--- src/rtl/host_write_controller.sv ---
// Host-side write controller: assembles R,G,B bytes from the host into 24-bit
// pixels and writes whole frames alternately into two display buffers.
module host_write_controller (
  input  logic        clock,
  input  logic        reset,
  input  logic        CSHost,
  input  logic [7:0]  DataIn,
  input  logic        DataValid,
  output logic        DataReady,
  input  logic [3:0]  AIPOut,
  input  logic [3:0]  AILOut,
  input  logic        Buf0Empty,
  input  logic        Buf1Empty,
  output logic        WE0,
  output logic        WE1,
  output logic [7:0]  WrAddr,
  output logic [23:0] WrData,
  output logic        Buf0Full,
  output logic        Buf1Full,
  output logic        ActiveBuf,
  output logic        FrameDone
);

  typedef enum logic [2:0] {IDLE, GET_R, GET_G, GET_B, WRITE, WAIT_BUF} state_t;

  state_t      state, next_state;
  logic [3:0]  aip_q, ail_q;
  logic [3:0]  px, line;
  logic [7:0]  addr;
  logic [7:0]  r_q, g_q, b_q;

  logic transfer;
  logic last_px, last_line, frame_end;
  logic other_full;
  logic set0, set1;

  // DataReady already implies CSHost was high last cycle; gating with the
  // current CSHost keeps a freshly deasserted chip select from accepting data.
  assign transfer   = CSHost && DataValid && DataReady;
  assign last_px    = (px == aip_q - 4'd1);
  assign last_line  = (line == ail_q - 4'd1);
  assign frame_end  = (state == WRITE) && last_px && last_line;
  assign other_full = ActiveBuf ? Buf0Full : Buf1Full;
  assign set0       = frame_end && !ActiveBuf;
  assign set1       = frame_end && ActiveBuf;

  // NOTE: next_state gets its default before the case so every path assigns
  // it and no latch is inferred.
  always_comb begin
    next_state = state;
    if (CSHost) begin
      case (state)
        IDLE:     if (AIPOut != 4'd0 && AILOut != 4'd0) next_state = GET_R;
        GET_R:    if (transfer) next_state = GET_G;
        GET_G:    if (transfer) next_state = GET_B;
        GET_B:    if (transfer) next_state = WRITE;
        WRITE:    if (frame_end) next_state = other_full ? WAIT_BUF : IDLE;
                  else           next_state = GET_R;
        WAIT_BUF: if (!other_full) next_state = IDLE;
        default:  next_state = IDLE;
      endcase
    end
  end

  // NOTE: all state here uses non-blocking assignments so every register
  // samples pre-edge values regardless of statement order.
  always_ff @(posedge clock) begin
    if (reset) begin
      state     <= IDLE;
      DataReady <= 1'b0;
      WE0       <= 1'b0;
      WE1       <= 1'b0;
      WrAddr    <= 8'd0;
      WrData    <= 24'd0;
      Buf0Full  <= 1'b0;
      Buf1Full  <= 1'b0;
      ActiveBuf <= 1'b0;
      FrameDone <= 1'b0;
      aip_q     <= 4'd0;
      ail_q     <= 4'd0;
      px        <= 4'd0;
      line      <= 4'd0;
      addr      <= 8'd0;
      r_q       <= 8'd0;
      g_q       <= 8'd0;
      b_q       <= 8'd0;
    end else if (CSHost) begin
      state     <= next_state;
      DataReady <= (next_state == GET_R) || (next_state == GET_G) ||
                   (next_state == GET_B);
      WE0       <= (next_state == WRITE) && !ActiveBuf;
      WE1       <= (next_state == WRITE) && ActiveBuf;
      FrameDone <= frame_end;
      // Set wins over a coincident Empty pulse; a pulse on an empty buffer is a no-op.
      Buf0Full  <= set0 || (Buf0Full && !Buf0Empty);
      Buf1Full  <= set1 || (Buf1Full && !Buf1Empty);

      case (state)
        IDLE: begin
          if (AIPOut != 4'd0 && AILOut != 4'd0) begin
            aip_q <= AIPOut;
            ail_q <= AILOut;
            px    <= 4'd0;
            line  <= 4'd0;
            addr  <= 8'd0;
          end
        end
        GET_R: if (transfer) r_q <= DataIn;
        GET_G: if (transfer) g_q <= DataIn;
        GET_B: begin
          if (transfer) begin
            b_q    <= DataIn;
            WrData <= {r_q, g_q, DataIn};
            WrAddr <= addr;
          end
        end
        WRITE: begin
          if (frame_end) begin
            px   <= 4'd0;
            line <= 4'd0;
            addr <= 8'd0;
            if (!other_full) ActiveBuf <= ~ActiveBuf;
          end else begin
            addr <= addr + 8'd1;
            if (last_px) begin
              px   <= 4'd0;
              line <= line + 4'd1;
            end else begin
              px <= px + 4'd1;
            end
          end
        end
        WAIT_BUF: if (!other_full) ActiveBuf <= ~ActiveBuf;
        default: ;
      endcase
    end else begin
      DataReady <= 1'b0;
      WE0       <= 1'b0;
      WE1       <= 1'b0;
      FrameDone <= 1'b0;
    end
  end

endmodule
--- config.mk ---
export PLATFORM = sky130hd
export DESIGN_NAME = host_write_controller
export DESIGN_NICKNAME = d
export VERILOG_FILES = /design/src/rtl/host_write_controller.sv
export SDC_FILE = /design/constraint.sdc
export NUM_CORES = 1
export LEC_CHECK = 0
export CORE_MARGIN = 10
export CORE_UTILIZATION = 50
export CTS_CLUSTER_DIAMETER = 40
export CTS_CLUSTER_SIZE = 40
export DETAILED_ROUTE_END_ITERATION = 12
export HOLD_SLACK_MARGIN = 0.1
export PLACE_DENSITY = 0.76
export SYNTH_ARGS = -nofsm -noshare
export SYNTH_HDL_FRONTEND = slang
export SYNTH_SLANG_ARGS = --single-unit
--- constraint.sdc ---
create_clock -name clock -period 1.9 [get_ports clock]
set_input_delay 0.285 -clock clock [delete_from_list [all_inputs] [get_ports clock]]
set_output_delay 0.285 -clock clock [all_outputs]
set_load 0.02 [all_outputs]
**Word-level counts from Yosys, hierarchy flattened**

Index checks and enable logic that the tools add are counted.

- Register bits after elaboration: 82
- Latch bits: 0
- Memory bits (writable): 0
- Bits in read-only memories: 0
- Input port bits: 22
- Word-level logic and storage cells: 92
- Memories kept: 0

- Add/subtract/negate cells: 5
- Multiply operators: 0
- Div/mod/pow operators: 0
- Magnitude comparators: 0
- Eq/ne operators: 14
- Shift-type cells: 0
- Mux-type cells: 23
- Bitwise operators: 2
- Reduce and logical (&&, ||, !) cells: 31

Operator list:

| kind | number |
|---|---|
| 3-bit two-way mux | 8 |
| 4-bit two-way mux | 5 |
| 3-bit one-hot mux with 6 select lines | 1 |
| 3-bit AND reduction | 6 |
| 8-bit two-way mux | 2 |
| 4-bit one-hot mux with 2 select lines | 2 |
| 8-bit one-hot mux with 2 select lines | 1 |
| 3-bit by 2-bit == test with 1-bit output, second input constant | 4 |
| 1-bit logical AND | 11 |
| 3-bit == test, second input constant | 3 |
| 4-bit by 1-bit adder with 4-bit output, second input constant | 2 |
| 8-bit by 1-bit adder with 8-bit output, second input constant | 1 |
| 4-bit == test | 2 |
| 4-bit nonzero test | 2 |
| 4-bit by 1-bit subtractor with 4-bit output, second input constant | 2 |
| 3-bit by 1-bit == test with 1-bit output, second input constant | 2 |
| 1-bit logical OR | 4 |
| 2-bit inequality test, second input constant | 2 |
| 4-bit AND reduction | 1 |
| 2-bit nonzero test | 2 |
| 1-bit logical NOT | 3 |
| 3-bit logical NOT | 1 |
| 1-bit two-way mux | 3 |
| 3-bit inequality test, second input constant | 1 |
| other kinds (3) | 4 |

**Logic depth before layout (Yosys ltp)**

- Depth after elaboration: 10
- Gate-level depth with buffers: 7
- Gate-level depth less buffers: 7

**Worst setup path after synthesis**

No wires, ideal clock.

- Kind: register -> register
- Start point: register aip_q[0]
- End point: register line[3]
- Arrival: 1.692 ns
- Required time: 1.830 ns
- Path slack: 0.138 ns
- Cell stages (with the launch flop): 8
- Path buffers: 0
- Clock period less this slack: 1.762 ns
- Cell sequence: dfxtp_1 > inv_1 > ha_1 > xor2_1 > and3_2 > a21oi_2 > or4_1 > a21oi_1

- Longest elaborated chain between the ends: 6

RTL lines:

| element | line | RTL |
|---|---|---|
| start, declared | 27 | `logic [3:0] aip_q, ail_q;` |
| start signal, assigned | 101 | `aip_q <= AIPOut;` |
| 4-bit by 1-bit subtractor with 4-bit output (*) | 40 | `assign last_px = (px == aip_q - 4'd1);` |
| 4-bit == test (*) | 40 |  |
| 1-bit logical AND (2 in a row) | 42 | `assign frame_end = (state == WRITE) && last_px && last_line;` |
| 3-bit inequality test (no source line) / 4-bit two-way mux (equally long branches) | n/a |  |
| 4-bit AND reduction (no source line) / 4-bit one-hot mux with 2 select lines (equally long branches) | n/a |  |
| end signal, assigned | 127 | `line <= line + 4'd1;` |
| end, declared | 28 | `logic [3:0] px, line;` |

Every way passes the cells marked *; elsewhere a longest branch is shown, timed or not.
A chain may end at the register's enable or synchronous reset.

**Worst setup path after layout**

- Start point: input port AILOut[0]
- End point: register px[2]

- Longest elaborated chain between the ends: 4

RTL lines:

| element | line | RTL |
|---|---|---|
| start, declared | 11 | `input logic [3:0] AILOut,` |
| 4-bit nonzero test | 100 | `if (AIPOut != 4'd0 && AILOut != 4'd0) begin` |
| 1-bit logical AND | 100 |  |
| 2-bit inequality test (no source line) | n/a |  |
| 3-bit AND reduction (no source line) | n/a |  |
| end signal, assigned | 129 | `px <= px + 4'd1;` |
| end, declared | 28 |  |

No other way between the ends.

==> impl_metrics.csv <==
group,metric,value,unit
synth,ys.flop_type,"dfxtp_1",
die,row_count,30,
sta,report.final.slew_viol_count,0,
finish,fin_area,4590,um^2
placement,dp_slack,-281,ps
routing,drc,0,
sta,setup_viol,0,
global_route,grt_pass1_wl,13.7,mm
routing,dr.pass1.iters,4,
finish,area_growth,29.8,%
finish,drive_above_1_share,0.153,
synth,synthArstFlopShare,0,
global_route,grt_pass1_vias,2828,
critical_path,r2r-start,"aip_q[1]",
synth,yosysWarnings,0,
routing,first_iter_violations,163,
die,die-area,10800,um^2
power,p_leak,0.00166,uW
power,power.density,701,nW/um^2
cts,clk_pin_slew_worst_paths,80,ps
synth,synth_top_area_frac,0.464,
placement,port_buffers,60,
critical_path,critPathKind,"in -> reg",
critical_path,r2r_slack,70,ps
sta,tns,0,ps
synth,ys_ff_latch,82,
cts,cts_inserted_buffers,9,
synth,syn_avg_cell_area,8.89,um^2
cts,cts_num_sinks,82,
sta,period_needed,1850,ps
global_route,antenna_found_initial,0,
die,die_h,104,um
sta,worst_slack,51.4,ps
routing,vias,2976,
synth,synth_common_cells,"dfxtp_1 (82), nand2_1 (79), a21oi_1 (40)",
synth,synthTopCellsByArea,"dfxtp_1 (46%), nand2_1 (8.4%), mux2i_1 (7.6%), a21oi_1 (5.7%), nor2_1 (3.9%)",
finish,antenna_cells,0,
synth,syn_nets,425,
placement,place_congestion,0.869,
critical_path,cp_max_fo,7,
sta,period_share,0.973,
routing,vias_per_cell,5.18,
synth,ys_seq_area_frac,0.464,
cts,clock_latency,360,ps
critical_path,crit_path_start_kind,"primary input",
outcome,status,"finished clean",
critical_path,critical_path_required,2170,ps
global_route,grtUsageTotal,0.150,
critical_path,cp.arrival,2120,ps
job,maxCapViolCount,0,
hold_path,min_from,"reset",
synth,synth_top_area_cell,"dfxtp_1",
cts,hold_buffers,0,
routing,drtAntennaViolNets,0,
cts,h-tree-depth,3,
die,die_w,104,um
cts,clock-root-buffer,"clkbuf_8",
die,core,6830,um^2
critical_path,r2r_end,"line[3]",
hold_path,worstHoldPathCells,2,
die,start_util,0.518,
hold_path,worst_hold_path_type,"in -> reg",
synth,yosysUniqueCellTypes,55,
power,peakVddDrop,497,uV
sta,worst_slew_pin_slew,383,ps
hold_path,min_to,"px[3]",
synth,synth_area,3540,um^2
cts,cts.path.max_buffers,2,
routing,routed_wl,8.49,mm
placement,place_area,4320,um^2
sta,hold_violations,0,
critical_path,reg2reg_depth,7,
sta,relSlewSlack,0.744,
power,finalPower,3220,uW
cts,cts_tree,"done",
global_route,grt_max_degree,67,
global_route,overflow,0,
synth,synth-edff-count,0,
synth,yosysMostFrequentCell,"dfxtp_1",
routing,avgRoutedWirePerCell,14.8,um
sta,fin_skew,7.81,ps
die,ios,61,
placement,hpwl,6.07,mm
synth,synthCells,398,
finish,fin_nets,500,
sta,fmax,0.541,GHz
critical_path,endpoint_kind,"flop",
[what timing repair did]
| action | in CTS | in global routing |
|---|---|---|
| gates cloned | 0 | 1 |
| resized for setup | 2 | 13 |
| endpoints found under the setup margin | 11 | 14 |
| pin swaps | 0 | 9 |
| endpoints found under the hold margin | 0 | 0 |
| setup buffers | 0 | 2 |
[per-stage QoR]
stage / hold slack (ps) / std cells / util
detailed placement: 446 / 555 / 0.632
global route: 256 / 574 / 0.672
finish: 278 / 574 / 0.672
global placement: 439 / 555 / 0.632
CTS: 217 / 571 / 0.659
floorplan: 421 / 398 / -
[registers in the layout, summed over array words and instances, names as in the netlist, 3 cells and up]
name,count
WrData,24
WrAddr,8
addr,8
g_q,8
r_q,8
ail_q,4
aip_q,4
line,4
px,4
state,3
[where the power goes]
group | internal, uW | total (uW) | switching, uW
registers | 1740 | 1760 | 19.6
clock network | 480 | 1140 | 657
logic | 155 | 323 | 168
[cell families (layout without fill, tap and decap cells)]
group	after synthesis	count (layout)	synth area share
and+or+nand+nor	172	172	0.231
muxes	28	28	0.0796
xor gates and xnor gates	20	20	0.0576
DFF	82	82	0.464
adders and majority gates	5	5	0.0177
buffers and inverters	29	108	0.0428
AOI/OAI and AO/OA	62	63	0.108
[critical path, cell delays in order]
cell	delay, ps
clkdlybuf4s50_1	420
or4_1	590
a21o_2	280
nand2_2	100
buf_4	140
nor2_1	90
nor3_1	220
[layout make-up]
type                       count  area [um^2]
multi-input combinational    288         1830
tap                           96          120
clock buffer                   9          124
fill                         596         2240
timing repair buffer          85          796
clock inverter                 7         52.6
sequential                    82         1650
inverter                       7         26.3
[how the worst max path moves through the flow]
stage	start	to	slack (ps)	cells past startpoint
3_5_place_dp	AILOut[0]	px[0]	-280	7
4_1_cts	aip_q[1]	WE0	20	7
3_3_place_gp	AILOut[0]	px[0]	-190	7
6_report	AILOut[0]	px[2]	50	7
2_1_floorplan	aip_q[0]	line[3]	140	7
5_1_grt	ail_q[1]	DataReady	-7	7
[cells in the final DEF (no fill, tap or decap), drive strengths merged, types with 2 or more instances in the layout]
master and n:
a21o 2, a21oi 43, a311oi 2, a41oi 2, and3 3, and4 3
buf 26, clkbuf 9, clkdlybuf4s50 59, clkinvlp 4, dfxtp 82, ha 5
inv 9, mux2i 27, nand2 80, nand2b 2, nand3 10, nand3b 2
nand4 4, nor2 39, nor3 14, nor4 2, o21ai 5, o22ai 3
o31ai 2, or2 2, or3 2, or4 5, xnor2 9, xor2 9
[layer usage]
| metal | GRT usage | share of wire | up-vias | wire length [um] |
|---|---|---|---|---|
| met3 | 0.0539 | 0.047 | 9 | 398 |
| li1 | - | - | 1514 | - |
| met5 | 0 | 0 | - | 0 |
| met2 | 0.253 | 0.51 | 68 | 4310 |
| met1 | 0.178 | 0.44 | 1385 | 3700 |
| met4 | 0.0348 | 0.010 | 0 | 85 |
Power figures use the tool's default switching activity.
